File: src/rtl/gray_ud_cnt_if.sv
// gray_ud_cnt_if: control and count bus of the up/down Gray counter
interface gray_ud_cnt_if #(parameter int CBITS = 8);
  logic en;
  logic up;
  logic ld;
  logic [CBITS-1:0] ld_val;
  logic [CBITS-1:0] bin_cnt;
  logic [CBITS-1:0] gray_cnt;
  logic sig;
  logic dir_q;
  modport master(output en, up, ld, ld_val, input bin_cnt, gray_cnt, sig, dir_q);
  modport slave(input en, up, ld, ld_val, output bin_cnt, gray_cnt, sig, dir_q);
endinterface

File: src/rtl/gray_ud_cnt.sv
// gray_ud_cnt: loadable up/down binary counter with same-cycle Gray output and wrap pulse
module gray_ud_cnt #(
  parameter int CBITS = 8,
  parameter logic [31:0] RST_VAL = '0
) (
  input logic clk,
  input logic rst,
  gray_ud_cnt_if.slave bus
);
  localparam logic [CBITS-1:0] RV = RST_VAL[CBITS-1:0];
  logic [CBITS-1:0] bin, gray, nxt;
  logic sig, dir, step, wrap;
  always_comb begin
    step = bus.en && !bus.ld;
    nxt = bus.ld ? bus.ld_val : step ? (bus.up ? bin + 1'b1 : bin - 1'b1) : bin;
    wrap = step && (bus.up ? &bin : ~|bin);
  end
  // Gray is encoded from the next binary value so both registers update together
  always_ff @(posedge clk) begin
    if (rst) begin
      bin <= RV;
      gray <= RV ^ (RV >> 1);
      sig <= 1'b0;
      dir <= 1'b1;
    end else begin
      bin <= nxt;
      gray <= nxt ^ (nxt >> 1);
      sig <= wrap;
      if (step) dir <= bus.up;
    end
  end
  assign bus.bin_cnt = bin;
  assign bus.gray_cnt = gray;
  assign bus.sig = sig;
  assign bus.dir_q = dir;
endmodule

File: src/flat_wrapper.sv
// flat-port wrapper written by rule: the top's interface ports become plain ports
module gray_ud_cnt_flat 
#(
  parameter int CBITS = 8,
  parameter logic [31:0] RST_VAL = '0
)
  (clk, rst, bus_en, bus_up, bus_ld, bus_ld_val, bus_bin_cnt, bus_gray_cnt, bus_sig, bus_dir_q);
  gray_ud_cnt_if #(.CBITS(CBITS)) bus_i ();
  input logic clk;
  input logic rst;
  input wire logic [$bits(bus_i.en)-1:0] bus_en;
  input wire logic [$bits(bus_i.up)-1:0] bus_up;
  input wire logic [$bits(bus_i.ld)-1:0] bus_ld;
  input wire logic [$bits(bus_i.ld_val)-1:0] bus_ld_val;
  output wire logic [$bits(bus_i.bin_cnt)-1:0] bus_bin_cnt;
  output wire logic [$bits(bus_i.gray_cnt)-1:0] bus_gray_cnt;
  output wire logic [$bits(bus_i.sig)-1:0] bus_sig;
  output wire logic [$bits(bus_i.dir_q)-1:0] bus_dir_q;
  assign bus_i.en = bus_en;
  assign bus_i.up = bus_up;
  assign bus_i.ld = bus_ld;
  assign bus_i.ld_val = bus_ld_val;
  assign bus_bin_cnt = bus_i.bin_cnt;
  assign bus_gray_cnt = bus_i.gray_cnt;
  assign bus_sig = bus_i.sig;
  assign bus_dir_q = bus_i.dir_q;
  gray_ud_cnt #(.CBITS(CBITS), .RST_VAL(RST_VAL)) u_core (.clk(clk), .rst(rst), .bus(bus_i));
endmodule
File: config.mk
export PLATFORM = sky130hd
export DESIGN_NAME = gray_ud_cnt_flat
export DESIGN_NICKNAME = d
export VERILOG_FILES = /design/src/rtl/gray_ud_cnt_if.sv /design/src/rtl/gray_ud_cnt.sv /design/src/flat_wrapper.sv
export SDC_FILE = /design/constraint.sdc
export NUM_CORES = 1
export LEC_CHECK = 0
export ABC_CLOCK_PERIOD_IN_PS = 2600
export CELL_PAD_IN_SITES_DETAIL_PLACEMENT = 1
export CELL_PAD_IN_SITES_GLOBAL_PLACEMENT = 1
export CORE_MARGIN = 3
export CORE_UTILIZATION = 33
export DETAILED_ROUTE_END_ITERATION = 8
export GPL_ROUTABILITY_DRIVEN = 0
export MAX_ROUTING_LAYER = met4
export PLACE_DENSITY = 0.78
export SLEW_MARGIN = 10
export SYNTH_ARGS = -nofsm -noshare
export SYNTH_HDL_FRONTEND = slang
export SYNTH_SLANG_ARGS = --single-unit
File: constraint.sdc
create_clock -name clk -period 2.6 [get_ports clk]
set_input_delay 0.78 -clock clk [delete_from_list [all_inputs] [get_ports clk]]
set_output_delay 0.78 -clock clk [all_outputs]
set_load 0.1 [all_outputs]
# After elaboration in Yosys (flattened, before gate mapping)
# Index checks and enable logic that the tools add are counted.
totals:
  reg_bits: 18
  inputBits: 13
  output_inout_bits: 18
  word_cells: 17
classes:
  addsub: 2
  n_mux: 4
  bitwise: 1
  reduce_logical: 6
ops:
  columns: ["operator", "count"]
  rows:
  - ["8-bit two-way mux", 3]
  - ["8-bit by 1-bit adder with 8-bit output (second input constant)", 1]
  - ["8-bit AND reduction", 1]
  - ["8-bit OR reduction", 1]
  - ["8-bit by 1-bit subtractor with 8-bit output (second input constant)", 1]
  - ["8-bit by 7-bit bitwise XOR with 8-bit output", 1]
  - ["1-bit logical AND", 2]
  - ["1-bit zero test", 2]
  - ["1-bit two-way mux", 1]

# Longest topological paths before layout
logic_depth:
  ltp_word: 5
  ltp_mapped: 8
  ltp_nobuf: 8

# Worst setup path before layout
# OpenSTA, ideal clock, no wires.
synth_timing:
  kind: "register to register"
  startpoint: "register u_core.bin[0], in the netlist u_core.bus.bin_cnt[0]"
  endpoint: "register u_core.gray[5], in the netlist u_core.bus.gray_cnt[5]"
  setup_time_ns: 0.072
  t_arrival_ns: 2.555
  t_required_ns: 2.528
  slack_ns: -0.026
  stages_incl_launch_ff: 9
  path_buffers: 0
  synth_period_minus_slack_ns: 2.626
  path_cell_list: "dfxtp_1 -> inv_1 -> fa_1 -> nor2b_1 -> o31ai_2 -> a21oi_1 -> nor3b_1 -> or3_1 -> mux2i_1"
synth_between:
  elab_chain_cells: 5
  elab_cells_between_ends: 6
  classes_between: "add/sub: 2; mux: 3; bitwise: 1"
synth_lines:
  columns: ["element", "line", "source"]
  rows:
  - ["from (decl)", "gray_ud_cnt.sv:11", "logic [CBITS-1:0] bin, gray, nxt;"]
  - ["from (signal assigned)", "gray_ud_cnt.sv:26", "bin <= nxt;"]
  - ["8-bit by 1-bit subtractor with 8-bit output / 8-bit by 1-bit adder with 8-bit output (equally long branches)", "gray_ud_cnt.sv:15", "nxt = bus.ld ? bus.ld_val : step ? (bus.up ? bin + 1'b1 : bin - 1'b1) : bin;"]
  - ["8-bit two-way mux (*) (3 in series)", "gray_ud_cnt.sv:15", null]
  - ["8-bit by 7-bit bitwise XOR with 8-bit output (*)", "gray_ud_cnt.sv:27", "gray <= nxt ^ (nxt >> 1);"]
  - ["to (signal assigned)", "gray_ud_cnt.sv:22", "gray <= RV ^ (RV >> 1);"]
  - ["to (signal assigned)", "gray_ud_cnt.sv:27", null]
  - ["to (decl)", "gray_ud_cnt.sv:11", null]
# Mark *: on every way between the ends. The rest lies on a longest branch, timed or not.
# A chain may end at the register's enable or synchronous reset.

# Worst setup path in the final report
layout_timing:
  startpoint: "input port bus_up"
  endpoint: "register u_core.gray[4], in the netlist u_core.bus.gray_cnt[4]"
layout_between:
  elab_chain_cells: 4
layout_lines:
  columns: ["element", "line", "source"]
  rows:
  - ["from (decl)", "flat_wrapper.sv:12", "input wire logic [$bits(bus_i.up)-1:0] bus_up;"]
  - ["8-bit two-way mux (3 in series)", "gray_ud_cnt.sv:15", null]
  - ["8-bit by 7-bit bitwise XOR with 8-bit output", "gray_ud_cnt.sv:27", null]
# No other way between the ends.

==> results.tsv <==
metric	value	unit
outcome	finished clean	
max_freq	408	MHz
ys_warn_count	0	
total_power	932	uW
finalSetupViolations	0	
criticalPathCategory	in2reg	
cts_inserted_buffers	3	
cts_setup_buffers	0	
worst_pin_slew	0.307	ns
antenna_found_initial	0	
vias_per_cell	5.07	
fin_area	1480	um2
grt_overflow	0	
crit_family	compound AO/OA/AOI/OAI gates	
power_per_cell_area	628	nW/um2
diodes	0	
syn-instance-count	120	
core_area	2880	um2
synth_top_area_cell	dfxtp_1	
synth-main-ff-cell	dfxtp_1	
crit_path_max_fanout	7	
p_comb_share	51.3	%
die_w	62.0	um
io_buffers	30	
syn_area_per_cell	8.62	um2
cts.clk_slew.worst_paths	0.10	ns
ios	31	
sequentialPowerShare	33.5	%
grt_pass1_vias	1022	
rows	19	
cp-start-kind	input port	
grt_max_degree	14	
dpl_worst_slack	-0.515	ns
wl_per_cell	15.0	um
syn2layout_area_growth	43.4	%
p_sw	434	uW
grt_pass1_wl	4800	um
worst_hold_path_type	reg2reg	
p_leak	0.662	nW
synth-edff-count	0	
ys_ff_latch	17	
critPathSlowestCell	a221oi_1	
cellInternalPower	497	uW
initial_core_util	36.0	%
maxSlewViolCount	0	
max-vdd-ir-drop	0.000530	V
fin_nets	186	
cp_data_required_time	2.79	ns
cts_tree	built	
drtAntennaViolNets	0	
syn-cell-area	1030	um2
clk_latency	0.29	ns
die_area	3840	um2
htreeDepth	1	
critPathMostFrequentCell	xor2_1	
final_util	51.6	%
relSlewSlack	79.4	%
crit_chain	dlygate4sd2_1 -> inv_2 -> ha_2 -> and3_1 -> a221oi_1 -> xor2_1 -> o21ai_2 -> xor2_1 -> nor2_1	
die_h	62.0	um
path_buf_inv	2	
fin_crit	2.45	ns
grt_setup_unrepaired	no	
report.final.hold_viol_count	0	
ys_top_cells_by_area	dfxtp_1 33%, ha_1 7.3%, xnor2_1 5.1%	
clock_skew	0.00890	ns
cts_root_buffer	clkbuf_4	
ys_seq_area_share	32.9	%
vias	1050	
nFillCells	355	
syn_nets	140	
drive_gt1_share	29.7	%
wl	3100	um
setup_slack	0.148	ns
cts_sinks	17	
synthDistinctLibCells	37	
switching_share	46.6	%
cp-end-kind	flop	
cap_violations	0	
hpwl	2530	um
post-route-period-util	94.3	%
drc	0	
dr.pass1.iters	4	
synth_top_area_share	32.9	%
dpl_cell_area	1440	um2
cts.path.max_buffers	2	
cp_data_arrival_time	2.65	ns
drt_iter0_drc	31	
clockPowerShare	15.2	%
slowest_delay	0.35	ns
grt_use_total	17.6	%
synthArstFlopShare	0	%
## through the flow
stage          cells  TNS, ns  hold WS, ns
3_5_place_dp     203    -3.35        0.495
6_report         207        0        0.512
4_1_cts          207        0        0.523
5_1_grt          207        0        0.548
2_1_floorplan    120        0        0.859
3_3_place_gp     203    -2.47        0.478
## final cells by class
cell class	instances	area (um2)	share of cell area, %
clock buffers	4	26.3	1.77
flip-flops and latches	17	342	23.0
repair buffers	46	374	25.2
inverters	6	22.5	1.52
well taps	42	52.6	3.54
multi-input cells	92	667	44.9
## synthesized netlist by cell type (all sizes together), types with 2 or more instances
library cell,count
a21o,2
nor3b,4
inv,6
nand4,3
nor2,13
o21ai,7
and2,2
buf,4
o211ai,2
dfxtp,17
a21oi,9
a221oi,2
nor3,3
ha,6
nor2b,2
nor4,2
xnor2,6
nand2,7
xor2,5
mux2i,3
nand2b,4
## final timing paths
kind / to / cells after the start / slack (ns) / start
setup / recovery: u_core.bus.gray_cnt[4]$_SDFF_PP0_ / 9 / 0.15 / bus_up
hold / removal: u_core.bus.dir_q$_SDFFE_PP1P_ / 2 / 0.51 / u_core.bus.dir_q$_SDFFE_PP1P_
setup reg to reg: u_core.bus.gray_cnt[5]$_SDFF_PP0_ / 8 / 0.51 / u_core.bus.bin_cnt[1]$_SDFF_PP0_
hold reg to reg: u_core.bus.dir_q$_SDFFE_PP1P_ / 2 / 0.51 / u_core.bus.dir_q$_SDFFE_PP1P_
## power by group through the flow
stage          logic, mW  clock network, mW  registers, mW
3_5_place_dp       0.474                  0          0.318
2_1_floorplan      0.151                  0          0.507
3_3_place_gp       0.463                  0          0.316
4_1_cts            0.481              0.145          0.313
5_1_grt            0.505              0.155          0.316
6_report           0.478              0.142          0.312
## kinds of logic after synthesis
logic type      count (synthesis)  share of synthesized area (%)
compound gates                 27                           18.6
xor+xnor                       11                           9.31
fa+ha+maj                       7                           9.19
buf+inv                        11                           4.72
flops                          17                           32.9
mux                             3                           2.90
simple gates                   44                           22.4
## flip-flops by register name, indices dropped and copies added (netlist names)
name and count:
u_core.bus.gray_cnt 8, u_core.bus.bin_cnt 7, u_core.bus.dir_q 1, u_core.bus.sig 1
## what timing repair did
item	4_1_cts	5_1_grt
gates resized for setup	6	0
hold buffers	0	0
setup endpoints to repair	4	0
## cell usage in the layout, fill, tap and decap left out, types with 4 or more instances in the layout
| cell | synthesis | final |
|---|---|---|
| a21oi_1 | 7 | 7 |
| buf_4 | 1 | 34 |
| clkdlybuf4s50_1 | 0 | 11 |
| dfxtp_1 | 17 | 16 |
| ha_1 | 6 | 4 |
| inv_1 | 6 | 5 |
| nand2_1 | 7 | 7 |
| nand2b_1 | 4 | 4 |
| nor2_1 | 13 | 13 |
| o21ai_0 | 5 | 5 |
| xnor2_1 | 6 | 6 |
| xor2_1 | 5 | 5 |
## tightest hold or removal path: stages, from the launching register on
cell and delay [ns]:
dfxtp_1 0.33, nand2_1 0.05, o211ai_1 0.08
## routing by layer
metal	wire (um)	share of wire [%]	global-route usage, %
met5	0	0	-
met4	34	1.1	2.73
met3	199	6.4	3.93
met2	1550	50	31.2
met1	1320	43	20.5
No activity file was read; power rests on OpenSTA's default activity.
